--- src/rtl/imm_encoder_pkg.sv ---
// Shared immediate-format select codes and the representability rule per format.
// Pure declarations: no latency, no flow control.
// Used by both the immediate decoder and the encoder pipeline.
package imm_encoder_pkg;

  localparam logic [2:0] IMM_I   = 3'b000;
  localparam logic [2:0] IMM_S   = 3'b001;
  localparam logic [2:0] IMM_B   = 3'b010;
  localparam logic [2:0] IMM_U   = 3'b011;
  localparam logic [2:0] IMM_J   = 3'b100;
  localparam logic [2:0] IMM_CSR = 3'b110;

  typedef struct packed {
    logic [2:0]  sel;
    logic [31:0] imm;
    logic [31:0] tmpl;
    logic        fits;
  } enc_req_t;

  // True when the immediate survives a pack/decode round trip in the chosen format.
  function automatic logic imm_fits(input logic [2:0] sel, input logic [31:0] imm);
    logic fits;
    case (sel)
      IMM_I, IMM_S: fits = (&imm[31:11]) | ~(|imm[31:11]);
      IMM_B:        fits = ((&imm[31:12]) | ~(|imm[31:12])) & ~imm[0];
      IMM_U:        fits = ~(|imm[11:0]);
      IMM_J:        fits = ((&imm[31:20]) | ~(|imm[31:20])) & ~imm[0];
      IMM_CSR:      fits = ~(|imm[31:5]);
      default:      fits = 1'b0;
    endcase
    return fits;
  endfunction

endpackage

--- src/rtl/imm_field_pack.sv ---
// Scatters an immediate into the instruction-word fields of the selected format.
// Purely combinational, zero latency; no flow control of its own.
// Unrepresentable immediates or bad selects return the template untouched with error set.
module imm_field_pack
  import imm_encoder_pkg::*;
(
  input  logic [2:0]  sel,
  input  logic [31:0] imm,
  input  logic [31:0] tmpl,
  input  logic        fits,
  output logic [31:0] inst,
  output logic        error
);

  logic [31:0] packed_word;

  always_comb begin
    packed_word = tmpl;
    case (sel)
      IMM_I: packed_word[31:20] = imm[11:0];
      IMM_S: begin
        packed_word[31:25] = imm[11:5];
        packed_word[11:7]  = imm[4:0];
      end
      IMM_B: begin
        packed_word[31]    = imm[12];
        packed_word[7]     = imm[11];
        packed_word[30:25] = imm[10:5];
        packed_word[11:8]  = imm[4:1];
      end
      IMM_U: packed_word[31:12] = imm[31:12];
      IMM_J: begin
        packed_word[31]    = imm[20];
        packed_word[19:12] = imm[19:12];
        packed_word[20]    = imm[11];
        packed_word[30:21] = imm[10:1];
      end
      IMM_CSR: packed_word[19:15] = imm[4:0];
      default: packed_word = tmpl;
    endcase
  end

  // No partial packing: a failed check passes the template through whole.
  assign inst  = fits ? packed_word : tmpl;
  assign error = ~fits;

endmodule

--- src/rtl/imm_encoder.sv ---
// Packs a 32-bit immediate into a RISC-V instruction template, flagging unrepresentable values.
// Two-stage pipeline: out_valid two cycles after accept, one result per cycle sustained.
// Full valid/ready backpressure; each stage advances when the stage downstream frees up.
module imm_encoder
  import imm_encoder_pkg::*;
#(
  parameter int COUNT_W = 16
) (
  input  logic               clk,
  input  logic               rst,
  input  logic               in_valid,
  output logic               in_ready,
  input  logic [2:0]         in_sel,
  input  logic [31:0]        in_imm,
  input  logic [31:0]        in_template,
  output logic               out_valid,
  input  logic               out_ready,
  output logic [31:0]        out_inst,
  output logic               out_error,
  output logic [COUNT_W-1:0] err_count
);

  logic        s1_vld;
  enc_req_t    s1_req;
  logic        s1_adv;
  logic        s2_adv;
  logic [31:0] pack_inst;
  logic        pack_err;

  assign s2_adv   = ~out_valid | out_ready;
  assign s1_adv   = ~s1_vld | s2_adv;
  assign in_ready = s1_adv;

  always_ff @(posedge clk) begin
    if (rst) begin
      s1_vld <= 1'b0;
    end else if (s1_adv) begin
      s1_vld <= in_valid;
    end
  end

  always_ff @(posedge clk) begin
    if (in_valid && s1_adv) begin
      s1_req <= '{sel: in_sel, imm: in_imm, tmpl: in_template, fits: imm_fits(in_sel, in_imm)};
    end
  end

  imm_field_pack u_pack (
    .sel   (s1_req.sel),
    .imm   (s1_req.imm),
    .tmpl  (s1_req.tmpl),
    .fits  (s1_req.fits),
    .inst  (pack_inst),
    .error (pack_err)
  );

  always_ff @(posedge clk) begin
    if (rst) begin
      out_valid <= 1'b0;
      out_inst  <= '0;
      out_error <= 1'b0;
    end else if (s2_adv) begin
      out_valid <= s1_vld;
      if (s1_vld) begin
        out_inst  <= pack_inst;
        out_error <= pack_err;
      end
    end
  end

  always_ff @(posedge clk) begin
    if (rst) begin
      err_count <= '0;
    end else if (out_valid && out_ready && out_error && (err_count != '1)) begin
      err_count <= err_count + COUNT_W'(1);
    end
  end

endmodule

--- config.mk ---
export PLATFORM = sky130hd
export DESIGN_NAME = imm_encoder
export DESIGN_NICKNAME = d
export VERILOG_FILES = /design/src/rtl/imm_encoder_pkg.sv /design/src/rtl/imm_field_pack.sv /design/src/rtl/imm_encoder.sv
export SDC_FILE = /design/constraint.sdc
export NUM_CORES = 1
export LEC_CHECK = 0
export ABC_AREA = 0
export CAP_MARGIN = 20
export CORE_MARGIN = 3
export CORE_UTILIZATION = 36
export DETAILED_ROUTE_END_ITERATION = 6
export PLACE_DENSITY = 0.66
export SLEW_MARGIN = 20
export SYNTH_ARGS = -nofsm -noshare
export SYNTH_HDL_FRONTEND = slang
export SYNTH_SLANG_ARGS = --single-unit
--- constraint.sdc ---
create_clock -name clk -period 3.2 [get_ports clk]
set_input_delay 0.48 -clock clk [delete_from_list [all_inputs] [get_ports clk]]
set_output_delay 0.48 -clock clk [all_outputs]
set_load 0.1 [all_outputs]
== Word-level counts from Yosys, hierarchy flattened ==
Index checks and enable logic that the tools add are counted.

* Add/sub/neg operators: 1
* Multipliers: 0
* Div/mod/pow operators: 0
* Magnitude comparators: 0
* Equal/unequal tests: 11
* Shift-type cells: 0
* Multiplexer cells: 7
* Bitwise gates (word level): 16
* Reductions and logical operators: 18

{| class="wikitable"
|+ Operators by type and width
! kind !! count
|-
| $mux W32 || 1
|-
| $pmux W7 S4 || 1
|-
| $reduce_or A27 Y1 || 1
|-
| $reduce_or A12 Y1 || 2
|-
| $reduce_and A21 Y1 || 1
|-
| $reduce_or A21 Y1 || 1
|-
| $pmux W5 S2 || 2
|-
| $reduce_and A20 Y1 || 1
|-
| $reduce_or A20 Y1 || 1
|-
| $add A16 B1 Y16 const B || 1
|-
| $ne A16 B16 Y1 const B || 1
|-
| $pmux W5 S3 || 1
|-
| $eq A3 B2 Y1 const B || 4
|-
| $eq A3 B3 Y1 const B || 4
|-
| $reduce_and A12 Y1 || 1
|-
| $not A1 Y1 || 9
|-
| $eq A3 B1 Y1 const B || 2
|-
| $logic_not A3 Y1 || 2
|-
| $reduce_or A2 Y1 || 3
|-
| $or A1 B1 Y1 || 5
|-
| $pmux W1 S5 || 1
|-
| $logic_and A1 B1 Y1 || 4
|-
| $mux W3 || 1
|-
| $and A1 B1 Y1 || 2
|-
| $reduce_and A2 Y1 || 1
|}

* Register bits: 119
* Latch bits: 0
* Bits in writable memories: 0
* ROM bits: 0
* Bits of input ports: 71
* Output and inout port bits: 51
* Word-level logic and storage cells: 62
* Memories kept: 0

== Depth between registers and ports, before layout ==
* Depth in word-level cells: 5
* Mapped depth: 7
* Depth with buffers taken out: 6

== Cells and area by module ==
From an unflattened synthesis, not the netlist that was laid out.

* Cell total of the unflattened synthesis: 434
* Area, all modules: 4941.0 um^2

{| class="wikitable"
|+ By module, submodules not included
! module !! times used !! cells an instance !! area an instance (um^2) !! seq. area each (um^2)
|-
| imm_encoder || 1 || 346 || 4237.8 || 3062.9
|-
| imm_field_pack || 1 || 88 || 703.2 || 0.0
|}

== Worst setup path after synthesis ==
OpenSTA, ideal clock, no wires.

* Path kind: reg2reg
* Start point: register out_valid
* End point: register s1_req[0] (netlist bit) (enable)
* Setup time: 0.433 ns
* Arrival: 3.353 ns
* Path slack: -0.586 ns
* Stages on the path, launching flop included: 4
* Path buffers: 0
* Clock period less this slack: 3.786 ns
* Cells stage by stage: dfxtp_1 > nor2b_1 > nand2_1 > and2_1

* Word-level cells in the longest chain between the ends: 4

{| class="wikitable"
|+ Ends and longest elaborated chain
! item !! line !! source
|-
| from (decl) || imm_encoder.sv:16 || <nowiki>output logic out_valid,</nowiki>
|-
| from (signal assigned) || imm_encoder.sv:63 || <nowiki>out_valid <= s1_vld;</nowiki>
|-
| $not A1 Y1 || imm_encoder.sv:30 || <nowiki>assign s2_adv = ~out_valid | out_ready;</nowiki>
|-
| $or A1 B1 Y1 || imm_encoder.sv:30 ||
|-
| $or A1 B1 Y1 || imm_encoder.sv:31 || <nowiki>assign s1_adv = ~s1_vld | s2_adv;</nowiki>
|-
| named net in_ready || imm_encoder.sv:12 || <nowiki>output logic in_ready,</nowiki>
|-
| $logic_and A1 B1 Y1 || imm_encoder.sv:43 || <nowiki>if (in_valid && s1_adv) begin</nowiki>
|-
| to (signal assigned) || imm_encoder.sv:44 || <nowiki>s1_req <= '{sel: in_sel, imm: in_imm, tmpl: in_template, fits: imm_fits(in_sel, in_imm)};</nowiki>
|-
| to (decl) || imm_encoder.sv:24 || <nowiki>enc_req_t s1_req;</nowiki>
|}

The timed path passes the listed nets, and every way through them passes these cells.
A chain may end at the register's enable or synchronous reset.

== Worst setup path after layout ==
* Start point: register out_valid
* End point: output port out_valid

No word-level cell between the ends.

==> results_dict.tcl <==
set metrics [dict create \
    tns_ps 0 \
    slew_violations 0 \
    synth_area_per_cell_sq_um 11.55 \
    cts_buffer_depth 2 \
    place_area_sq_um 6015 \
    status "complete, no violations" \
    finalHoldViolCount 0 \
    synth-seq-cells 119 \
    synth.distinct_cells 45 \
    stdcell_area_sq_um 6634 \
    power.density_nw_per_um2 636.8 \
    clock_sinks 119 \
    grt_max_degree 69 \
    synth-simple-area-share_pct 17.95 \
    max-slew-margin-rel_pct 34.77 \
    diodes 0 \
    synth_compound_area_share_pct 10.36 \
    worstSetupStartpointType "flop" \
    overflow 0 \
    post_drt_wl_per_cell_um 16.11 \
    cp_top_family "buffers and inverters" \
    cts_max_level 4 \
    worstPathMaxFanout 3 \
    wl_met2_mm 5.878 \
    pre_cts_slack_ps 669.5 \
    grt_pass1_wl_mm 18.11 \
    antenna_found_initial 0 \
    place_congestion 0.8138 \
    io_buffers 121 \
    postCtsSetupBuffers 0 \
    swShare_pct 23.31 \
    power.switching_w 0.0009846 \
    syn_area_sq_um 4760 \
    slowest_stage "clkdlybuf4s50_1" \
    endpoint_kind "output pin" \
    synth_nets 484 \
    hold_buffers 0 \
    vdd_drop_max_mv 0.3236 \
    tritoncts "built" \
    skew_ps 10.75 \
    die_area_sq_um 14640 \
    clkTransAtPathRegs_ps 50 \
    drive_above_1_share_pct 14.31 \
    boundaryPins 122 \
    core.rowCount 41 \
    max_stage_delay_ps 1150 \
    synthCells 412 \
    arrival_ps 1890 \
    rsz0062_at_grt "no" \
    p_total_w 0.004225 \
    fin_crit_sh_pct 74.05 \
    drtIter0Drc 208 \
    firstDrtPassIters 5 \
    ys_async_sr_fraction_pct 0 \
    grt_pass1_vias 3552 \
    drv_cap 0 \
    path_class "flop to output pin" \
    initial_utilization_pct 37.26 \
    p_int_w 0.003240 \
    via_per_inst 5.089 \
    dieWidth_um 121.0 \
    worst_slack_ps 830.4 \
    setup_viol 0 \
    ctsResizeCount 0 \
    crit_chain "clkdlybuf4s50_1" \
    core-area_sq_um 12770 \
    insertion_delay_ps 400 \
    ys.flop_type "edfxtp_1" \
    fin_crit_ps 2370 \
    die_h_um 121.0 \
    drtAntennaViolNets 0 \
    path_buf_inv 1 \
    power_frac_clock_pct 46.9 \
    hold_class "flop to flop" \
    post-route-drc-count 0 \
    cts_made_buffers 17 \
    dp_hpwl_mm 8.290 \
    pwr-share-comb_pct 11.6 \
    cts-root-buf "clkbuf_16" \
    synth_xor_area_share_pct 2.760 \
    synth_mux_area_share_pct 1.919 \
    synth_top_family_by_area "simple AND/OR/NAND/NOR gates" \
    p_leak_nw 2.354 \
    p_seq_share_pct 41.5 \
    num_vias 3649 \
    dr_wl_met3_um 481 \
    tightest_slew_ps 975.3 \
    synth_fa_ha_area_share_pct 0.4732 \
    cp.required_ps 2720 \
    synth-edff-count 68 \
    drt-total-wl_mm 11.55 \
    fmax_mhz 422.0 \
    ys_seq_area_share_pct 64.35 \
    syn_to_final_growth_pct 39.38 \
    topRoutingLayerUsed "met4" \
    wl_met1_mm 4.907 \
    synth.yosys.warnings 0 \
    finalNetCount 604 \
    grt_use_total_pct 16.10 \
]
==> synth_stat cells (all sizes together), types with 3 or more instances <==
| cell | count | area [sq um] |
|---|---|---|
| a21oi | 30 | 150.1 |
| edfxtp | 68 | 2042 |
| nor4 | 10 | 81.33 |
| dfxtp | 51 | 1021 |
| nand3 | 6 | 30.03 |
| nor3 | 20 | 100.1 |
| a22o | 5 | 43.79 |
| nor2 | 48 | 180.2 |
| o21ai | 10 | 50.05 |
| a211oi | 8 | 60.06 |
| a221oi | 5 | 43.79 |
| buf | 7 | 36.28 |
| clkbuf | 17 | 63.81 |
| nand2b | 10 | 62.56 |
| nand3b | 6 | 45.04 |
| nor3b | 4 | 30.03 |
| xnor2 | 14 | 122.6 |
| o21a | 3 | 22.52 |
| nor2b | 5 | 31.28 |
| nand4 | 12 | 75.07 |
| a221o | 6 | 60.06 |
| mux2i | 8 | 80.08 |
| nand2 | 34 | 127.6 |
| a31oi | 3 | 18.77 |
==> power by group through the flow <==
stage | logic (W) | registers (W) | clock network [W]
2_1_floorplan | 0.000126 | 0.00195 | 0
3_3_place_gp | 0.000486 | 0.00178 | 0
3_5_place_dp | 0.000493 | 0.00178 | 0
4_1_cts | 0.000494 | 0.00175 | 0.00201
5_1_grt | 0.000517 | 0.00176 | 0.00209
6_report | 0.000490 | 0.00175 | 0.00198
==> registers in the layout, indices dropped and copies added (netlist names) <==
| register | flops |
|---|---|
| out_inst | 32 |
| s1_req | 68 |
| out_error | 1 |
| err_count | 16 |
| s1_vld | 1 |
| out_valid | 1 |
==> per-layer routing <==
layer  vias to the layer above  global-route usage, %
li1                       1773                      -
met1                      1744                  19.19
met5                         -                      0
met3                        18                  3.543
met4                         0                  8.144
met2                       114                  27.34
==> final cells by class <==
type                    count  area, sq um
well taps                 172        215.2
inverters                   1        3.754
fillers                  1126         6140
flip-flops and latches    119         3063
clock inverters            11        178.9
repair buffers            125         1136
clock buffers              21        440.4
multi-input cells         268         1597
==> logic make-up after synthesis <==
| kind of cell | after synthesis |
|---|---|
| fa+ha+maj | 2 |
| mux | 9 |
| flops | 119 |
| buf+inv | 25 |
| xor+xnor | 15 |
| simple gates | 166 |
| compound gates | 76 |
==> stage by stage <==
stage	util [%]	hold slack, ps	instances
final	51.93	450.5	717
after global routing	51.93	474.6	717
after global placement	47.09	447.5	685
after detailed placement	47.09	448.2	685
after CTS	51.93	455.6	717
after floorplan	-	471.3	412
==> layout by cell type (no fill, tap or decap), drive strengths merged, types with 6 or more instances in the layout <==
cell type,n
nor4,10
clkdlybuf4s50,80
a211oi,8
buf,45
a221o,6
mux2i,8
clkbuf,21
edfxtp,68
xnor2,14
nor2,48
o21ai,10
nand3,6
nand3b,6
nand2,34
nand2b,10
nand4,12
a21oi,30
nor3,20
dfxtp,51
==> final timing paths <==
kind / startpoint / end / slack, ps / cells past startpoint
worst min register to register: out_inst[0] / out_inst[0] / 450 / 2
worst max register to register: s1_req[65] / out_inst[19] / 960 / 5
worst max-delay path: out_valid / out_valid / 830 / 1
worst min-delay path: out_inst[0] / out_inst[0] / 450 / 2
Power figures use the tool's default switching activity.
